===== src/rtl/vga_timing_gen.sv =====
// vga_timing_gen: VGA raster counters with registered syncs, video enable and frame strobe.
// Define VGA_TICK_DIV_EN to derive the pixel strobe from a divide-by-4 of clk; otherwise one pixel per clk.
module vga_timing_gen #(
    parameter int H_DISPLAY = 640,
    parameter int H_FRONT   = 16,
    parameter int H_SYNC    = 96,
    parameter int H_BACK    = 48,
    parameter int V_DISPLAY = 480,
    parameter int V_FRONT   = 10,
    parameter int V_SYNC    = 2,
    parameter int V_BACK    = 33
) (
    input  logic       clk,
    input  logic       rst,
    output logic       p_tick,
    output logic [9:0] xg,
    output logic [9:0] yg,
    output logic       hsync,
    output logic       vsync,
    output logic       video_on,
    output logic       frame_tick
);
    localparam logic [9:0] X_LAST = 10'(H_DISPLAY + H_FRONT + H_SYNC + H_BACK - 1);
    localparam logic [9:0] Y_LAST = 10'(V_DISPLAY + V_FRONT + V_SYNC + V_BACK - 1);
    localparam logic [9:0] H_VIS  = 10'(H_DISPLAY);
    localparam logic [9:0] V_VIS  = 10'(V_DISPLAY);
    localparam logic [9:0] HS_BEG = 10'(H_DISPLAY + H_FRONT);
    localparam logic [9:0] HS_END = 10'(H_DISPLAY + H_FRONT + H_SYNC);
    localparam logic [9:0] VS_BEG = 10'(V_DISPLAY + V_FRONT);
    localparam logic [9:0] VS_END = 10'(V_DISPLAY + V_FRONT + V_SYNC);

    logic       w_en;
    logic       w_xwrap;
    logic       w_ywrap;
    logic [9:0] w_xn;
    logic [9:0] w_yn;
    logic       r_started;
    logic       r_tick;
    logic       r_frame;
    logic       r_hsync;
    logic       r_vsync;
    logic       r_von;
    logic [9:0] r_x;
    logic [9:0] r_y;

`ifdef VGA_TICK_DIV_EN
    logic [1:0] r_div;

    // Free-running divide-by-4; the strobe fires on the 4th clk after reset release
    always_ff @(posedge clk or posedge rst)
        if (rst) r_div <= 2'd0;
        else     r_div <= r_div + 2'd1;

    assign w_en = r_div == 2'd3;
`else
    assign w_en = 1'b1;
`endif

    // Next raster position: the first strobe after reset presents the origin, later ones advance
    always_comb begin
        w_xwrap = r_x == X_LAST;
        w_ywrap = r_y == Y_LAST;
        w_xn    = (!r_started || w_xwrap) ? 10'd0 : r_x + 10'd1;
        w_yn    = !r_started ? 10'd0 : !w_xwrap ? r_y : w_ywrap ? 10'd0 : r_y + 10'd1;
    end

    // Position and its decoded syncs/enable update together so they never skew
    always_ff @(posedge clk or posedge rst)
        if (rst) begin
            r_started <= 1'b0;
            r_tick    <= 1'b0;
            r_frame   <= 1'b0;
            r_x       <= 10'd0;
            r_y       <= 10'd0;
            r_hsync   <= 1'b1;
            r_vsync   <= 1'b1;
            r_von     <= 1'b0;
        end else begin
            r_tick  <= w_en;
            r_frame <= w_en && r_started && w_xwrap && w_ywrap;
            if (w_en) begin
                r_started <= 1'b1;
                r_x       <= w_xn;
                r_y       <= w_yn;
                r_hsync   <= !(w_xn >= HS_BEG && w_xn < HS_END);
                r_vsync   <= !(w_yn >= VS_BEG && w_yn < VS_END);
                r_von     <= w_xn < H_VIS && w_yn < V_VIS;
            end
        end

    assign p_tick     = r_tick;
    assign frame_tick = r_frame;
    assign xg         = r_x;
    assign yg         = r_y;
    assign hsync      = r_hsync;
    assign vsync      = r_vsync;
    assign video_on   = r_von;
endmodule


===== config.mk =====
export PLATFORM = sky130hd
export DESIGN_NAME = vga_timing_gen
export DESIGN_NICKNAME = d
export VERILOG_FILES = /design/src/rtl/vga_timing_gen.sv
export SDC_FILE = /design/constraint.sdc
export NUM_CORES = 1
export LEC_CHECK = 0
export ABC_AREA = 0
export CAP_MARGIN = 20
export CORE_ASPECT_RATIO = 0.7
export CORE_MARGIN = 1
export CORE_UTILIZATION = 47
export DETAILED_ROUTE_END_ITERATION = 7
export GPL_TIMING_DRIVEN = 0
export HOLD_SLACK_MARGIN = 0.03
export PLACE_DENSITY_LB_ADDON = 0.25
export SLEW_MARGIN = 20
export SYNTH_ARGS = -nofsm -noshare
export SYNTH_HDL_FRONTEND = slang
export SYNTH_SLANG_ARGS = --single-unit

===== constraint.sdc =====
create_clock -name clk -period 2.1 [get_ports clk]
set_input_delay 0.525 -clock clk [delete_from_list [all_inputs] [get_ports clk]]
set_output_delay 0.525 -clock clk [all_outputs]
set_load 0.02 [all_outputs]

==> key figures, run 1 <==
Status
  – Status: complete, no violations

Clock network
  – CTS tree: yes
  – H-Tree Depth: 1
  – Reg clk slew, reported paths: 90 ps
  – Hold buffers post-CTS: 0
  – CTS Sinks: 25
  – Worst-skew pair later-pin latency: 270 ps
  – Num CTS Buffers: 3
  – Root Driver: clkbuf_8
  – Max clock buf depth: 2

Layout
  – Number of diodes: 0
  – Fin nets: 199
  – # fillers: 223
  – FF/Latch Area: 633 sq um
  – Final core occ: 67.8%
  – Commonest non-fill, non-tap cell in the layout: clkdlybuf4s50_1
  – Layout area overhead: 32.1%
  – Area of the multi-input gates: 817 sq um
  – Share of cells above drive strength 1: 21.8%
  – Most frequent cells in the layout: clkdlybuf4s50_1, dfrtp_1, nand2_1, nor2_1, buf_4

Critical path
  – Reg2reg setup slack: 10 ps
  – Max FO, Critical Path: 7
  – Worst R2R Path Depth: 6
  – Worst Path Required: 2300 ps
  – CP Data Arrival Time: 2290 ps
  – Worst setup SP type: flip-flop
  – Worst R2R End: vsync$_DFF_PP1_
  – WS Path Type: reg -> reg
  – CP Capture Type: flip-flop
  – Launching point of the worst reg2reg path: xg[5]$_DFF_PP0_

Timing
  – Hold Vio Cnt, Final: 0
  – Setup Skew: 2.31 ps
  – Min Tclk post-route: 2090 ps
  – Max Freq: 0.479 GHz
  – Minimum hold slack: 584 ps
  – Final setup viols: 0
  – Final period util: 99.5%
  – RSZ-0062 raised after global routing: yes
  – Pins over their slew limit: 0

GRT
  – First-pass GRT wire length: 5830 um
  – Total GRT Usage: 21.8%
  – Grt total ovfl: 0
  – Largest net degree at the start of global routing: 26
  – Initial antenna violation count: 0
  – Number of global-route vias before repair: 1200

Power
  – Pwr Total: 0.851 mW
  – Max IR drop VDD: 0.249 mV
  – Static leakage: 0.789 nW
  – PD cells: 435 mW/mm^2

Drt
  – Drt via density: 5.79
  – Final WL: 3490 um
  – Starting DRT DRC Count: 109
  – Wire per inst: 15.2 um
  – Drc violations: 0
  – ANT nets after route: 0
  – Routed vias: 1327
  – First-pass DRT Iterations: 4

Yosys
  – Warnings from Yosys: 0
  – Seq/Total Area, Yosys: 42.5%
  – Ys async rst share: 100%
  – Synth top area share: 38.9%
  – Synth cell types: 45
  – Post-Syn Area: 0.00148 sq mm
  – Yosys top cell by area: dfrtp_1
  – Cells after Synth: 153
  – Synth Flop Type: dfrtp_1
  – Syn_nets: 158
  – Number of synthesized flops with an enable pin: 0
  – Mean Syn Cell Area: 9.67 sq um
  – Synth top area cells: dfrtp_1, xnor2_1, dfstp_2
  – Synthesis-stage register bit count: 25

Min path
  – HP Class: in -> async

Floorplan
  – Num rows: 16
  – Die Y-Extent: 48.9 um
  – Ports: 27
  – Core box area: 0.00288 sq mm
  – Die area: 0.00338 sq mm
  – Die width: 69.0 um
  – Initial Utilization: 51.3%

Placed design
  – Placer Congestion: 0.814
  – I/O Buffers: 26
  – Detail Placement HPWL: 2370 um

Run
  – Max-cap violations: 0
synthesized netlist by cell type (2+ instances only):
| cell type | n |
|---|---|
| nand4_1 | 4 |
| nand4_2 | 2 |
| nor4b_1 | 3 |
| and3_1 | 4 |
| nor2_1 | 13 |
| a21oi_1 | 6 |
| dfrtp_1 | 23 |
| nor4_1 | 2 |
| a41oi_1 | 2 |
| a31oi_1 | 2 |
| xor2_1 | 4 |
| nand3_1 | 7 |
| inv_1 | 9 |
| o31ai_1 | 2 |
| o21ai_0 | 7 |
| nor3_1 | 6 |
| nand2_1 | 14 |
| nor2_2 | 2 |
| dfstp_2 | 2 |
| ha_1 | 3 |
| and2_1 | 2 |
| xnor2_1 | 8 |
| and3_2 | 3 |
| or3_4 | 2 |
metal layers:
metal	vias up	GRT usage (%)	wire length, um
met5	-	0	0
met4	0	5.44	46
met3	6	5.37	224
met2	60	31.1	1540
met1	620	33.0	1680
li1	641	-	-
registers in the layout, summed over array words and instances, names as in the netlist:
register	flops
xg	10
yg	10
frame_tick	1
hsync	1
p_tick	1
video_on	1
vsync	1
metrics by stage:
stage	setup WS [ps]	instance area (sq um)	instances	setup TNS, ps
after floorplan	8.78	1480	153	0
after global placement	-152	1780	215	-363
after detailed placement	-185	1780	215	-398
after CTS	40.9	1890	222	0
after global routing	-111	1950	229	-208
final	10.7	1950	229	0
layout make-up:
class / instances / share of cell area, %
clock buffers: 4 / 2.30
repair buffers: 36 / 17.5
multi-input cells: 115 / 41.8
well taps: 36 / 2.30
plain buffers: 4 / 1.92
inverters: 9 / 1.73
flip-flops and latches: 25 / 32.4
report_power, final:
part           internal, mW  leakage, nW  switching (mW)
clock network         0.136       0.0228           0.153
logic                0.0269        0.440          0.0380
registers             0.487        0.326         0.00959
worst max-delay path by stage:
stage                    startpoint            endpoint  depth (start not counted)
floorplan           xg[0]$_DFF_PP0_     vsync$_DFF_PP1_                          7
global placement    xg[0]$_DFF_PP0_     vsync$_DFF_PP1_                          7
detailed placement  xg[0]$_DFF_PP0_     vsync$_DFF_PP1_                          7
CTS                 xg[5]$_DFF_PP0_     vsync$_DFF_PP1_                          6
global route        yg[1]$_DFF_PP0_  video_on$_DFF_PP0_                          8
finish              xg[5]$_DFF_PP0_     vsync$_DFF_PP1_                          6
worst max-delay path, stage by stage (launching register included):
cell and delay [ps]:
dfrtp_2 450, or3_4 440, nor3_4 290, nand3_1 180
xor2_2 220, o2111ai_2 170, a211o_1 270
what timing repair did:
action,in CTS,in global routing
setup buffers,3,6
gates resized for setup,5,7
setup endpoints to repair,5,6
pin swaps,1,2
logic make-up (layout without fill, tap and decap cells):
group | count (synthesis) | after routing | synth area share, %
xor+xnor | 13 | 13 | 8.21
buf+inv | 13 | 53 | 4.82
compound gates | 30 | 30 | 14.5
fa+ha+maj | 3 | 3 | 2.54
simple gates | 68 | 68 | 27.2
flops | 25 | 25 | 42.5
other cells | 1 | 1 | 0.254
Power figures use the tool's default switching activity.
==> inputs of run 2 (changes only) <==
--- a/config.mk
+++ b/config.mk
@@ -8,7 +8,7 @@
 export ABC_AREA = 0
 export CAP_MARGIN = 20
 export CORE_ASPECT_RATIO = 0.7
-export CORE_MARGIN = 1
+export CORE_MARGIN = 1.5
 export CORE_UTILIZATION = 47
 export DETAILED_ROUTE_END_ITERATION = 7
 export GPL_TIMING_DRIVEN = 0
==> run 2 against run 1 <==
  * The run now ends with negative setup slack left
  * Fmax down 2.2%
  * Clock power about the same
  * Combinational power up 3%
  * Sequential power about the same
  * Non-clock buffer count up 2
==> key figures, run 2 (synthesis gave the netlist of run 1 again) <==
Status
  – Status: finished with violations
  – Failing checks: negative setup slack

Critical path
  – Max FO, Critical Path: 7
  – Crit path max-delay cell type: dfrtp_2
  – WS Path Type: reg -> reg
  – CP Capture Type: flip-flop
  – Worst R2R End: vsync$_DFF_PP1_
  – Max stage delay on crit path: 460 ps
  – Worst setup SP type: flip-flop
  – CP Data Arrival Time: 2330 ps
  – Cell breakdown of the critical path: or3_4 -> nor3_4 -> buf_4 -> and3_1 -> nand4_1 -> a211o_1
  – Worst R2R Path Depth: 6
  – Worst Path Required: 2300 ps
  – Launching point of the worst reg2reg path: xg[5]$_DFF_PP0_
  – Reg2reg setup slack: -40 ps

Drt
  – Final WL: 3790 um
  – ANT nets after route: 0
  – Routed vias: 1408
  – First-pass DRT Iterations: 4
  – Drt via density: 6.10
  – Drc violations: 0
  – Starting DRT DRC Count: 86
  – Wire per inst: 16.4 um

Layout
  – # fillers: 213
  – Layout area overhead: 34.3%
  – Fin nets: 201
  – Commonest non-fill, non-tap cell in the layout: clkdlybuf4s50_1
  – Number of diodes: 0
  – Share of cells above drive strength 1: 24.6%
  – Non-Filler Instances: 231
  – Final core occ: 68.4%
  – Most frequent cells in the layout: clkdlybuf4s50_1, dfrtp_1, nand2_1, nor2_1, buf_4

Placed design
  – Detail Placement HPWL: 2510 um
  – Placed Instances: 215
  – Placer Congestion: 0.826
  – I/O Buffers: 26

Timing
  – Final worst setup slack: -35.4 ps
  – Minimum hold slack: 508 ps
  – Setup Skew: 7.83 ps
  – RSZ-0062 raised after global routing: yes
  – Final setup viols: 1
  – Hold Vio Cnt, Final: 0
  – Final period util: 102%
  – Pins over their slew limit: 0
  – Min Tclk post-route: 2140 ps
  – Max Freq: 0.468 GHz

Run
  – Max-cap violations: 0

Floorplan
  – Die Y-Extent: 49.9 um
  – Ports: 27
  – Num rows: 16
  – Core box area: 0.00290 sq mm
  – Die area: 0.00350 sq mm
  – Die width: 70.0 um
  – Initial Utilization: 50.9%

Min path
  – Worst hold stages: 1
  – Hold EP: xg[0]$_DFF_PP0_
  – HP Start: xg[0]$_DFF_PP0_
  – HP Class: reg -> reg

Power
  – Pwr Total: 0.851 mW
  – PD cells: 429 mW/mm^2
  – Max IR drop VDD: 0.323 mV
  – Static leakage: 0.800 nW

GRT
  – Largest net degree at the start of global routing: 26
  – Total GRT Usage: 22.6%
  – First-pass GRT wire length: 6290 um
  – Initial antenna violation count: 0
  – Number of global-route vias before repair: 1262
  – Grt total ovfl: 0

Clock network
  – Worst-skew pair later-pin latency: 270 ps
  – Max clock buf depth: 2
  – Hold buffers post-CTS: 0
  – CTS tree: yes
  – Num CTS Buffers: 3
  – CTS Sinks: 25
  – Root Driver: clkbuf_8
  – Reg clk slew, reported paths: 90 ps
  – H-Tree Depth: 1
==> run 2: changes by cell type in the layout (fill, tap and decap cells not counted), sizes merged <==
cell,previous run,this run
buf,13,15
clkbuf,5,4
clkinv,0,1
==> run 2: per-layer routing <==
layer	vias up	part of all wire (%)	track usage, %
li1	645	-	-
met4	0	1.7	7.05
met3	10	8.7	7.16
met2	81	46	33.2
met1	672	44	31.9
met5	-	0	0
==> run 2: per-stage QoR <==
stage          setup TNS (ps)  instance area [sq um]  setup WS [ps]
5_1_grt                  -222                   1990           -116
2_1_floorplan               0                   1480           8.78
3_3_place_gp             -341                   1780           -156
6_report                -35.4                   1990          -35.4
3_5_place_dp             -492                   1780           -191
4_1_cts                     0                   1870           14.2
==> run 2: what timing repair did <==
action                                  CTS  global route
setup buffers                             1            10
pin swaps                                 1             3
cloned                                    0             0
endpoints found under the setup margin    6             6
gates resized for setup                   6             8
==> run 2: worst max-delay path: cells and delay by family (launching register included) <==
family,cells,cell delay [ps]
buffers and inverters,1,210
AND/OR/NAND/NOR,4,1070
flip-flops,1,460
AO/OA/AOI/OAI,1,320
==> run 2: worst max-delay path by stage <==
stage | from | end
2_1_floorplan | xg[0]$_DFF_PP0_ | vsync$_DFF_PP1_
3_3_place_gp | xg[0]$_DFF_PP0_ | vsync$_DFF_PP1_
3_5_place_dp | xg[0]$_DFF_PP0_ | vsync$_DFF_PP1_
4_1_cts | xg[5]$_DFF_PP0_ | vsync$_DFF_PP1_
5_1_grt | xg[5]$_DFF_PP0_ | vsync$_DFF_PP1_
6_report | xg[5]$_DFF_PP0_ | vsync$_DFF_PP1_
==> run 2: power by group <==
group          internal (mW)  switching, mW
Sequential             0.487         0.0101
Combinational         0.0291         0.0377
Clock                  0.133          0.154
Total                  0.649          0.202
==> run 2: area by class of cell <==
cell class / instances / area [sq um] / area share (%)
clock buffers: 3 / 41.3 / 2.08
inverters: 9 / 33.8 / 1.70
clock inverters: 1 / 5.00 / 0.252
well taps: 36 / 45.0 / 2.27
multi-input cells: 115 / 833 / 41.9
plain buffers: 4 / 37.5 / 1.89
repair buffers: 38 / 358 / 18.0
flip-flops and latches: 25 / 633 / 31.9
==> inputs of run 3 (changes only) <==
--- a/config.mk
+++ b/config.mk
@@ -13,7 +13,7 @@
 export DETAILED_ROUTE_END_ITERATION = 7
 export GPL_TIMING_DRIVEN = 0
 export HOLD_SLACK_MARGIN = 0.03
-export PLACE_DENSITY_LB_ADDON = 0.25
+export PLACE_DENSITY = 0.77
 export SLEW_MARGIN = 20
 export SYNTH_ARGS = -nofsm -noshare
 export SYNTH_HDL_FRONTEND = slang
==> run 3 against run 2 <==
  * The run still ends with negative setup slack left
  * Final cell count grew 0.43%
  * Fmax shrank 2.2%
  * Flip-flop and latch count is the same
  * Routed wire length grew 6.7%
  * Power shrank 0.22%
  * Count of clock-buffer cells in the layout grew 1
  * Sequential power is essentially flat
  * Hold slack gained 36 ps
  * Critical endpoint unchanged
  * Largest power group unchanged
==> key figures, run 3 (synthesis gave the netlist of run 1 again) <==
Drt
  – First-pass DRT Iterations: 4
  – Starting DRT DRC Count: 116
  – ANT nets after route: 0
  – Final WL: 4040 um
  – Drc violations: 0
  – Wire per inst: 17.4 um
  – Routed vias: 1371
  – Drt via density: 5.91

GRT
  – First-pass GRT wire length: 5940 um
  – Largest net degree at the start of global routing: 26
  – Grt total ovfl: 0
  – Number of global-route vias before repair: 1243
  – Initial antenna violation count: 0
  – Total GRT Usage: 22.1%

Timing
  – Worst-Margin Slew: 944 ps
  – Final setup viols: 2
  – Final period util: 104%
  – RSZ-0062 raised after global routing: yes
  – Final worst setup slack: -84.1 ps
  – Max Freq: 0.458 GHz
  – Pins over their slew limit: 0
  – Hold Vio Cnt, Final: 0
  – Setup Skew: 2.37 ps
  – Min Tclk post-route: 2180 ps
  – Max-slew headroom: 37.0%

Critical path
  – Launching point of the worst reg2reg path: xg[6]$_DFF_PP0_
  – Reg2reg setup slack: -80 ps
  – Max FO, Critical Path: 4
  – CP Data Arrival Time: 2390 ps
  – CP Capture Type: flip-flop
  – Worst R2R End: vsync$_DFF_PP1_
  – WS Path Type: reg -> reg
  – Worst Path Required: 2300 ps
  – Worst setup SP type: flip-flop
  – Worst R2R Path Depth: 8

Placed design
  – Post-DP Area: 0.00178 sq mm
  – Pre-CTS setup slack: -270 ps
  – I/O Buffers: 26
  – Detail Placement HPWL: 2450 um
  – Placer Congestion: 0.848

Min path
  – HP Class: reg -> reg
  – Worst hold stages: 1
  – HP Start: xg[0]$_DFF_PP0_
  – Hold EP: xg[0]$_DFF_PP0_

Clock network
  – Worst-skew pair later-pin latency: 270 ps
  – Num CTS Buffers: 3
  – CTS tree: yes
  – Root Driver: clkbuf_8
  – Hold buffers post-CTS: 0
  – H-Tree Depth: 1
  – CTS Sinks: 25
  – Reg clk slew, reported paths: 90 ps
  – Max clock buf depth: 2

Floorplan
  – Core box area: 0.00290 sq mm
  – Die Y-Extent: 49.9 um
  – Die width: 70.0 um
  – Ports: 27
  – Die area: 0.00350 sq mm
  – Initial Utilization: 50.9%
  – Num rows: 16

Run
  – Max-cap violations: 0

Layout
  – Commonest non-fill, non-tap cell in the layout: clkdlybuf4s50_1
  – Area of the multi-input gates: 880 sq um
  – Fin nets: 202
  – # fillers: 194
  – Most frequent cells in the layout: clkdlybuf4s50_1, dfrtp_1, nand2_1, nor2_1, buf_4
  – Number of diodes: 0
  – Final Cell Area: 0.00204 sq mm
  – Share of cells above drive strength 1: 25.0%
  – Layout area overhead: 38.2%
  – FF/Latch Area: 634 sq um

Status
  – Failing checks: negative setup slack
  – Status: finished with violations

Power
  – PD cells: 416 mW/mm^2
  – Static leakage: 0.805 nW
  – Max IR drop VDD: 0.217 mV
run 3: cell count changes in the layout (fill, tap and decap cells not counted), sizes merged:
| cell | change |
|---|---|
| buf | +1 |
| clkbuf | +1 |
| clkinv | -1 |
run 3: layout make-up:
| type | count | share of cell area [%] |
|---|---|---|
| buffer | 4 | 1.84 |
| clock buffer | 4 | 2.20 |
| inverter | 9 | 1.65 |
| multi-input combinational | 115 | 43.0 |
| sequential | 25 | 31.0 |
| tap | 36 | 2.20 |
| timing repair buffer | 39 | 18.1 |
run 3: repair_timing:
action                                  4_1_cts  5_1_grt
endpoints found under the setup margin        6        6
resized for setup                             6       17
pin swaps                                     1        7
cloned                                        0        0
buffers inserted                              2       11
run 3: stage by stage:
stage / power, mW / setup TNS (ps) / hold slack, ps / util, % / cells
after floorplan: 0.538 / 0 / 551 / - / 153
after global placement: 0.560 / -480 / 528 / 61.5 / 215
after detailed placement: 0.561 / -722 / 566 / 61.5 / 215
after CTS: 0.855 / -16.9 / 553 / 64.8 / 221
after global routing: 0.893 / -201 / 571 / 70.4 / 232
final: 0.850 / -107 / 545 / 70.4 / 232
run 3: critical path, cell delays in order, from the launching register on:
cell	delay (ps)
dfrtp_1	410
buf_6	130
or3_4	360
nor3_4	240
buf_6	140
nand3_2	140
xor2_4	260
o2111ai_4	150
a211o_1	270
run 3: power by group:
part	total [mW]	leakage (nW)	internal, mW	switching, mW
clock	0.291	0.0228	0.136	0.155
sequential	0.498	0.325	0.487	0.0105
combinational	0.0604	0.457	0.0236	0.0368
run 3: worst max-delay path by stage:
stage / slack [ps] / depth (start not counted) / startpoint / end
final: -80 / 8 / xg[6]$_DFF_PP0_ / vsync$_DFF_PP1_
after global routing: -140 / 8 / xg[6]$_DFF_PP0_ / vsync$_DFF_PP1_
after CTS: -20 / 7 / xg[6]$_DFF_PP0_ / vsync$_DFF_PP1_
after detailed placement: -270 / 7 / xg[0]$_DFF_PP0_ / vsync$_DFF_PP1_
after global placement: -210 / 7 / xg[0]$_DFF_PP0_ / vsync$_DFF_PP1_
after floorplan: 9 / 7 / xg[0]$_DFF_PP0_ / vsync$_DFF_PP1_
run 3: metal layers:
metal	share of wire (%)	wire length, um	track usage (%)	up-vias
met5	0	0	0	-
met4	1.2	48	5.45	0
met3	7.7	309	7.36	9
met2	48	1950	33.7	56
met1	43	1740	30.5	671
li1	-	-	-	635
